$ cat src/rtl/vrisc_core_pkg.sv
// Shared encodings for the vrisc_core accumulator machine: opcodes, control states
// and a small decode helper used by the core.
package opcodes;

  localparam int unsigned OPCODE_WIDTH = 3;

  typedef enum logic [OPCODE_WIDTH-1:0] {
    HLT = 3'd0,
    SKZ = 3'd1,
    ADD = 3'd2,
    AND = 3'd3,
    XOR = 3'd4,
    LDA = 3'd5,
    STO = 3'd6,
    JMP = 3'd7
  } opcode_t;

  typedef enum logic [1:0] {
    FETCH,
    DECODE,
    EXEC,
    HALT
  } state_t;

  // Control-flow instructions finish in DECODE and never touch the data bus.
  function automatic logic retires_in_decode(input opcode_t op);
    return (op == HLT) || (op == SKZ) || (op == JMP);
  endfunction

endpackage

$ cat src/rtl/vrisc_alu.sv
// Combinational accumulator datapath for vrisc_core: computes the value the
// accumulator takes when an EXEC memory transaction completes.
module vrisc_alu
  import opcodes::*;
#(
  parameter int DATA_WIDTH = 8
) (
  input  opcode_t               opcode,
  input  logic [DATA_WIDTH-1:0] accum,
  input  logic [DATA_WIDTH-1:0] data,
  output logic [DATA_WIDTH-1:0] result
);

  always_comb begin
    // NOTE: result gets a value before the case so no path leaves it unassigned (no latch).
    result = accum;
    case (opcode)
      ADD:     result = accum + data;
      AND:     result = accum & data;
      XOR:     result = accum ^ data;
      LDA:     result = data;
      default: result = accum;
    endcase
  end

endmodule

$ cat src/rtl/vrisc_core.sv
// vrisc_core: multi-cycle accumulator CPU (FETCH/DECODE/EXEC/HALT) with a req/ready
// memory port. Define VRISC_PERF_CNT_EN to build the retired-instruction counter.
module vrisc_core
  import opcodes::*;
#(
  parameter int DATA_WIDTH = 8,
  parameter int ADDR_WIDTH = 5,
  parameter int CNT_WIDTH  = 16
) (
  input  logic                  clk,
  input  logic                  rst,
  output logic                  mem_req,
  output logic                  mem_we,
  output logic [ADDR_WIDTH-1:0] mem_addr,
  output logic [DATA_WIDTH-1:0] mem_wdata,
  input  logic [DATA_WIDTH-1:0] mem_rdata,
  input  logic                  mem_ready,
  output logic                  load_ir,
  output logic                  halt,
  output logic [CNT_WIDTH-1:0]  instr_count
);

  if (DATA_WIDTH < ADDR_WIDTH + OPCODE_WIDTH) begin : g_width_check
    $error("vrisc_core: DATA_WIDTH must be at least ADDR_WIDTH + 3");
  end

  state_t                state_q, state_d;
  logic [ADDR_WIDTH-1:0] pc_q, pc_d;
  logic [DATA_WIDTH-1:0] ir_q, ir_d;
  logic [DATA_WIDTH-1:0] accum_q, accum_d;
  logic [DATA_WIDTH-1:0] alu_result;
  opcode_t               opcode;
  logic [ADDR_WIDTH-1:0] operand;
  logic                  zero;
  logic                  xfer;

  assign opcode  = opcode_t'(ir_q[DATA_WIDTH-1 -: OPCODE_WIDTH]);
  assign operand = ir_q[ADDR_WIDTH-1:0];
  assign zero    = (accum_q == '0);

  // Bus strobes come from the state register only; gating with rst drops a
  // pending request the moment reset asserts.
  assign mem_req   = rst && ((state_q == FETCH) || (state_q == EXEC));
  assign mem_we    = mem_req && (state_q == EXEC) && (opcode == STO);
  assign mem_addr  = (state_q == EXEC) ? operand : pc_q;
  assign mem_wdata = accum_q;
  assign xfer      = mem_req && mem_ready;
  assign load_ir   = xfer && (state_q == FETCH);
  assign halt      = (state_q == HALT);

  vrisc_alu #(
    .DATA_WIDTH(DATA_WIDTH)
  ) u_alu (
    .opcode(opcode),
    .accum (accum_q),
    .data  (mem_rdata),
    .result(alu_result)
  );

  always_comb begin
    state_d = state_q;
    pc_d    = pc_q;
    ir_d    = ir_q;
    accum_d = accum_q;
    case (state_q)
      FETCH: begin
        if (xfer) begin
          ir_d    = mem_rdata;
          pc_d    = pc_q + ADDR_WIDTH'(1);
          state_d = DECODE;
        end
      end
      DECODE: begin
        case (opcode)
          HLT: state_d = HALT;
          SKZ: begin
            state_d = FETCH;
            if (zero) pc_d = pc_q + ADDR_WIDTH'(1);
          end
          JMP: begin
            state_d = FETCH;
            pc_d    = operand;
          end
          default: state_d = EXEC;
        endcase
      end
      EXEC: begin
        if (xfer) begin
          accum_d = alu_result;
          state_d = FETCH;
        end
      end
      HALT:    state_d = HALT;
      default: state_d = HALT;
    endcase
  end

  // NOTE: state registers use non-blocking assignments so every flop samples pre-edge values.
  always_ff @(posedge clk or negedge rst) begin
    if (!rst) begin
      state_q <= FETCH;
      pc_q    <= '0;
      ir_q    <= '0;
      accum_q <= '0;
    end else begin
      state_q <= state_d;
      pc_q    <= pc_d;
      ir_q    <= ir_d;
      accum_q <= accum_d;
    end
  end

`ifdef VRISC_PERF_CNT_EN
  logic [CNT_WIDTH-1:0] count_q;
  logic                 retire;

  assign retire = ((state_q == DECODE) && retires_in_decode(opcode)) ||
                  ((state_q == EXEC) && xfer);

  always_ff @(posedge clk or negedge rst) begin
    if (!rst) begin
      count_q <= '0;
    end else if (retire) begin
      count_q <= count_q + CNT_WIDTH'(1);
    end
  end

  assign instr_count = count_q;
`else
  assign instr_count = '0;
`endif

endmodule

$ cat config.mk
export PLATFORM = sky130hd
export DESIGN_NAME = vrisc_core
export DESIGN_NICKNAME = d
export VERILOG_FILES = /design/src/rtl/vrisc_core_pkg.sv /design/src/rtl/vrisc_alu.sv /design/src/rtl/vrisc_core.sv
export SDC_FILE = /design/constraint.sdc
export NUM_CORES = 1
export LEC_CHECK = 0
export CAP_MARGIN = 10
export CORE_MARGIN = 3
export CORE_UTILIZATION = 50
export CTS_CLUSTER_SIZE = 30
export DETAILED_ROUTE_END_ITERATION = 16
export GPL_ROUTABILITY_DRIVEN = 0
export PLACE_DENSITY = 0.81
export SLEW_MARGIN = 10
export SYNTH_ARGS = -nofsm -noshare
export SYNTH_HDL_FRONTEND = slang
export SYNTH_SLANG_ARGS = --single-unit
$ cat constraint.sdc
create_clock -name clk -period 2.4 [get_ports clk]
set_input_delay 0.6 -clock clk [delete_from_list [all_inputs] [get_ports clk]]
set_output_delay 0.6 -clock clk [all_outputs]
set_load 0.01 [all_outputs]
Word level (Yosys, flattened, before mapping)
Index checks and enable logic that the tools add are counted.

Add/sub/neg operators: 2. Equal/unequal tests: 14. Mux-type cells: 10. Bitwise logic cells: 2. Reductions and logical operators: 16.

Operators with widths (count): $pmux W8 S4 (1); $pmux W5 S2 (2); $mux W5 (3); $eq A3 B3 Y1 const B (4); $add A8 B8 Y8 (1); $and A8 B8 Y8 (1); $logic_not A8 Y1 (1); $pmux W2 S4 (1); $xor A8 B8 Y8 (1); $eq A3 B2 Y1 const B (2); $add A5 B1 Y5 const B (1); $logic_and A1 B1 Y1 (5); $eq A2 B2 Y1 const B (2); $mux W2 (2); $ne A2 B2 Y1 const B (2); $pmux W2 S2 (1); $reduce_and A2 Y1 (2); $reduce_and A4 Y1 (1); $reduce_bool A4 Y1 (1); $eq A3 B1 Y1 const B (1); $logic_not A3 Y1 (1); $ne A3 B2 Y1 const B (1); $ne A3 B3 Y1 const B (1); $reduce_and A3 Y1 (1); 5 further kinds (5).

Bits in registers: 23. Input port bits: 11. Output and inout bits: 33. Logic and storage cells: 48.

Depth between registers and ports, before layout
Depth after elaboration: 6. Depth in mapped cells: 8. Gate-level depth less buffers: 8.

Cells and area by module
From an unflattened synthesis, not the netlist that was laid out.

Cell total of the unflattened synthesis: 217. Area total of the unflattened synthesis: 1988.2 sq um.

Modules (own cells, without submodules): vrisc_core (times used 1, cells an instance 110, area an instance 1305.0 sq um); vrisc_alu (times used 1, cells an instance 107, area an instance 683.2 sq um).

Worst setup path after synthesis
Ideal clock, no wire load.

Kind: in2reg. Start: input mem_rdata[0]. End: register accum_q[4] (netlist: mem_wdata[4]). Library setup time: 135 ps. Arrival time: 1861 ps. Data required time: 2265 ps. Path slack: 404 ps. Cell stages on the path: 8. Buffers on the path: 0. Cell sequence: ha_1 inv_1 fa_1 nor2b_1 o31a_1 a21oi_1 a221oi_1 o21ai_0.

Cells in the longest elaborated chain, start to end: 2.

Ends and longest elaborated chain: start, declared (line vrisc_core.sv:16) `input logic [DATA_WIDTH-1:0] mem_rdata,`; $add A8 B8 Y8 (line vrisc_alu.sv:18) `ADD: result = accum + data;`; $pmux W8 S4 (line vrisc_alu.sv:17) `case (opcode)`; end signal, assigned (line vrisc_core.sv:109) `accum_q <= accum_d;`; end, declared (line vrisc_core.sv:30) `logic [DATA_WIDTH-1:0] accum_q, accum_d;`.

Every way passes these cells. A chain may end at the register's enable or synchronous reset.

Final worst setup path
Start: register state_q[0]. End: output mem_addr[4].

Cells in the longest elaborated chain, start to end: 2.

Ends and longest elaborated chain: start, declared (line vrisc_core.sv:27) `state_t state_q, state_d;`; start signal, assigned (line vrisc_core.sv:106) `state_q <= state_d;`; $eq A2 B2 Y1 (line vrisc_core.sv:45) `assign mem_addr = (state_q == EXEC) ? operand : pc_q;`; $mux W5 (line vrisc_core.sv:45); end, declared (line vrisc_core.sv:14) `output logic [ADDR_WIDTH-1:0] mem_addr,`.

Every way passes these cells.

==> summary.txt <==
Min path
  – Worst hold path class: input port to async pin

Synth
  – Sequential cell area fraction in the yosys report: 31.9%
  – Most common flop cell mapped by yosys: dfrtp_1
  – Synthesized area per cell: 9.15 um^2
  – Yosys synthesis warning count: 0
  – Count of state elements after synthesis: 23
  – Cell count after synthesis: 197
  – Synth cell types: 48
  – Async set-or-reset flop fraction in the synthesized netlist: 100%
  – Number of enable-type register cells in the synthesized netlist: 0
  – Post-synth design cell area: 1800 um^2

Layout
  – Nets@finish: 265
  – Layout fillers: 296
  – Ratio of cells with drive above 1 in the final layout: 20.6%
  – Number of standard cells in the final layout excluding fillers: 289
  – Area growth from synthesis to final layout: 24.0%
  – Number of antenna repair diodes: 0

Run status
  – Run status: completed

Floorplanning
  – Starting density of the core: 52.7%
  – Horizontal die dimension: 66.0 um
  – Std-Cell Core Area: 3420 um^2
  – Die Height: 66.0 um
  – Die area: 4360 um^2
  – Boundary pin count: 44
  – Standard-cell rows: 21

Worst setup path
  – Start-to-end type of the worst setup path: flip-flop to output port
  – Critical path peak fanout: 5
  – Endpoint of the lowest-slack register-to-register path: mem_wdata[6]
  – Cells on worst reg2reg path: 6
  – Maximum single-stage delay on the critical path: 450 ps
  – Slowest cell on crit path: dfrtp_2
  – Cells along the critical path: nor2b_4 > buf_6 > buf_4 > mux2_2 > dlygate4sd2_1
  – Critical Path RT: 1800 ps
  – R2R Setup Slk: 440 ps
  – Type of element capturing the critical path: output port
  – Worst r2r src: ir_q[7]
  – Critical path arrival: 1740 ps
  – Category of the worst setup path launch point: flip-flop

CTS
  – Clk buf depth: 2
  – Number of buffers inserted during clock tree synthesis: 3
  – CTS tree: yes
  – Clock H-tree levels: 1
  – Root buffer cell: clkbuf_4
  – Number of buffers inserted by hold repair at cts: 0
  – Number of clock sinks seen by CTS: 23
  – Clock insertion delay at the later pin of the skew report: 310 ps
  – Clock edge transition at the registers on the reported setup and hold paths: 140 ps

STA
  – Slew at the pin closest to its max-slew limit: 542 ps
  – Shortest clock period the worst path allows after layout: 2340 ps
  – Count of final max-slew check failures: 0
  – Post-route setup slack: 63.7 ps
  – Relative slew margins: 63.9%
  – Total of endpoints with negative setup slack in the final report: 0
  – Max frequency: 428 MHz
  – Final Cycle Share: 97.3%
  – Clock Skew: 7.35 ps
  – Final Hold Viols: 0

Route
  – # DRC: 0
  – Detailed-router iteration count before antenna repair: 4
  – DR iter-0 viols: 79
  – Avg Vias per Cell: 5.50
  – ANT nets after route: 0
  – Routed length per instance: 13.9 um
  – Total via count in the routed design: 1590
  – Routed Wire Length: 4030 um

Power and ir drop
  – P_leak: 0.00105 uW
  – Power Density: 1180 nW/um^2
  – Peak supply drop: 559 uV

Placed design
  – # placed instances: 281
  – HPWL after detailed placement: 3140 um
  – Number of I/O port buffers: 27
  – Placement-stage worst setup slack: -221 ps

Flow run
  – Max-Cap Viols: 0

Global route
  – Gr ovfl total: 0
  – Antenna violations before repair: 0
  – GRT Util Overall: 20.0%
  – Global-route wire length before repair: 6810 um
  – Via count of the first global-routing pass: 1476
  – Largest net degree at the start of global routing: 16
layout make-up:
cell class              count  area [um^2]  share of cell area, %
inverters                   6         22.5                   1.01
clock buffers               3         22.5                   1.01
well taps                  46         57.6                   2.58
flip-flops and latches     23          578                   25.9
clock inverters             1         5.00                  0.224
multi-input cells         157         1090                   48.6
repair buffers             53          463                   20.7
state kept, by name, indices dropped and copies added (netlist names):
name / flops
ir_q: 8
mem_wdata: 8
pc_q: 5
state_q: 2
power by group:
part           internal (uW)  total [uW]  switching (uW)
Clock                   62.2         183             121
Combinational            888        1690             803
Sequential               563         769             206
Total                   1510        2640            1130
placed cells by master (no fill, tap or decap), types with 2 or more instances in the layout:
master           instances
a21o_1                   3
a21oi_1                  9
a221oi_1                 4
buf_4                   25
clkbuf_4                 3
clkdlybuf4s50_1         18
conb_1                  16
dfrtp_1                 21
dfrtp_2                  2
dlygate4sd2_1            7
ha_1                     9
inv_1                    6
mux2_2                  12
mux2i_1                 10
nand2_1                 17
nand2b_1                 2
nand3_1                  5
nor2_1                   6
nor2b_1                  3
nor3_1                   6
o211ai_1                 2
o21ai_0                 13
o21ai_1                  8
o22ai_1                  2
or4_1                    3
xnor2_1                  3
per-stage QoR:
step           TNS, ps  hold slack (ps)  power [uW]  area (um^2)  utilization, %
4_1_cts              0              400        2610         2220            65.0
3_5_place_dp     -1030              531        2420         2170            63.5
6_report             0              393        2640         2230            65.4
3_3_place_gp      -866              510        2380         2170            63.5
2_1_floorplan        0              304        1850         1860               -
5_1_grt         -0.368              401        2880         2230            65.4
synthesized netlist by cell type (3+ instances only):
master     n  share of area (%)
dfrtp_1   23                 32
nand3_1    5                1.4
a221oi_1   4                1.9
mux2_2    12                7.5
nand2_1   17                3.5
o21ai_1    8                2.2
buf_4     16                6.7
inv_1      6                1.2
a21oi_1    9                2.5
mux2i_1   10                5.6
buf_2      7                1.9
a21o_1     3                1.2
xnor2_1    3                1.5
nor3_1     6                1.7
ha_1       9                6.3
nor2_1     6                1.2
or4_1      3                1.2
o21ai_0   13                3.6
nor2b_1    4                1.4
kinds of logic after synthesis:
logic type	after synthesis	share of synthesized area (%)
AND/OR/NAND/NOR	54	16.3
AO/OA/AOI/OAI	50	16.9
buffers and inverters	32	11.3
flip-flops	23	31.9
multiplexers	22	13.1
adder cells (fa/ha/maj)	10	7.36
XOR/XNOR	5	2.85
other	1	0.208
how the worst max path moves through the flow:
stage                       startpoint            to  slack, ps
after floorplan           mem_rdata[0]  mem_wdata[4]        400
after global placement             rst        mem_we       -210
after detailed placement           rst        mem_we       -220
after CTS                   state_q[0]   mem_addr[1]         30
after global routing        state_q[0]   mem_addr[4]       -0.4
final                       state_q[0]   mem_addr[4]         60
worst max-delay path, delay by kind of cell, from the launching register on:
family | cells | cell delay (ps)
DFF | 1 | 450
buffers and inverters | 3 | 530
and+or+nand+nor | 1 | 130
muxes | 1 | 320
timing repair:
item / in CTS / in global routing
gates resized for setup: 10 / 5
setup endpoints to repair: 8 / 3
buffers inserted: 4 / 0
cloned: 0 / 0
per-layer routing:
| layer | share of wire (%) | track usage [%] | vias to the layer above |
|---|---|---|---|
| met5 | 0 | 0 | - |
| met1 | 46 | 28.4 | 762 |
| met2 | 49 | 32.2 | 45 |
| li1 | - | - | 779 |
| met4 | 0.99 | 4.06 | 0 |
| met3 | 4.1 | 3.23 | 4 |
No activity file was read; power rests on OpenSTA's default activity.
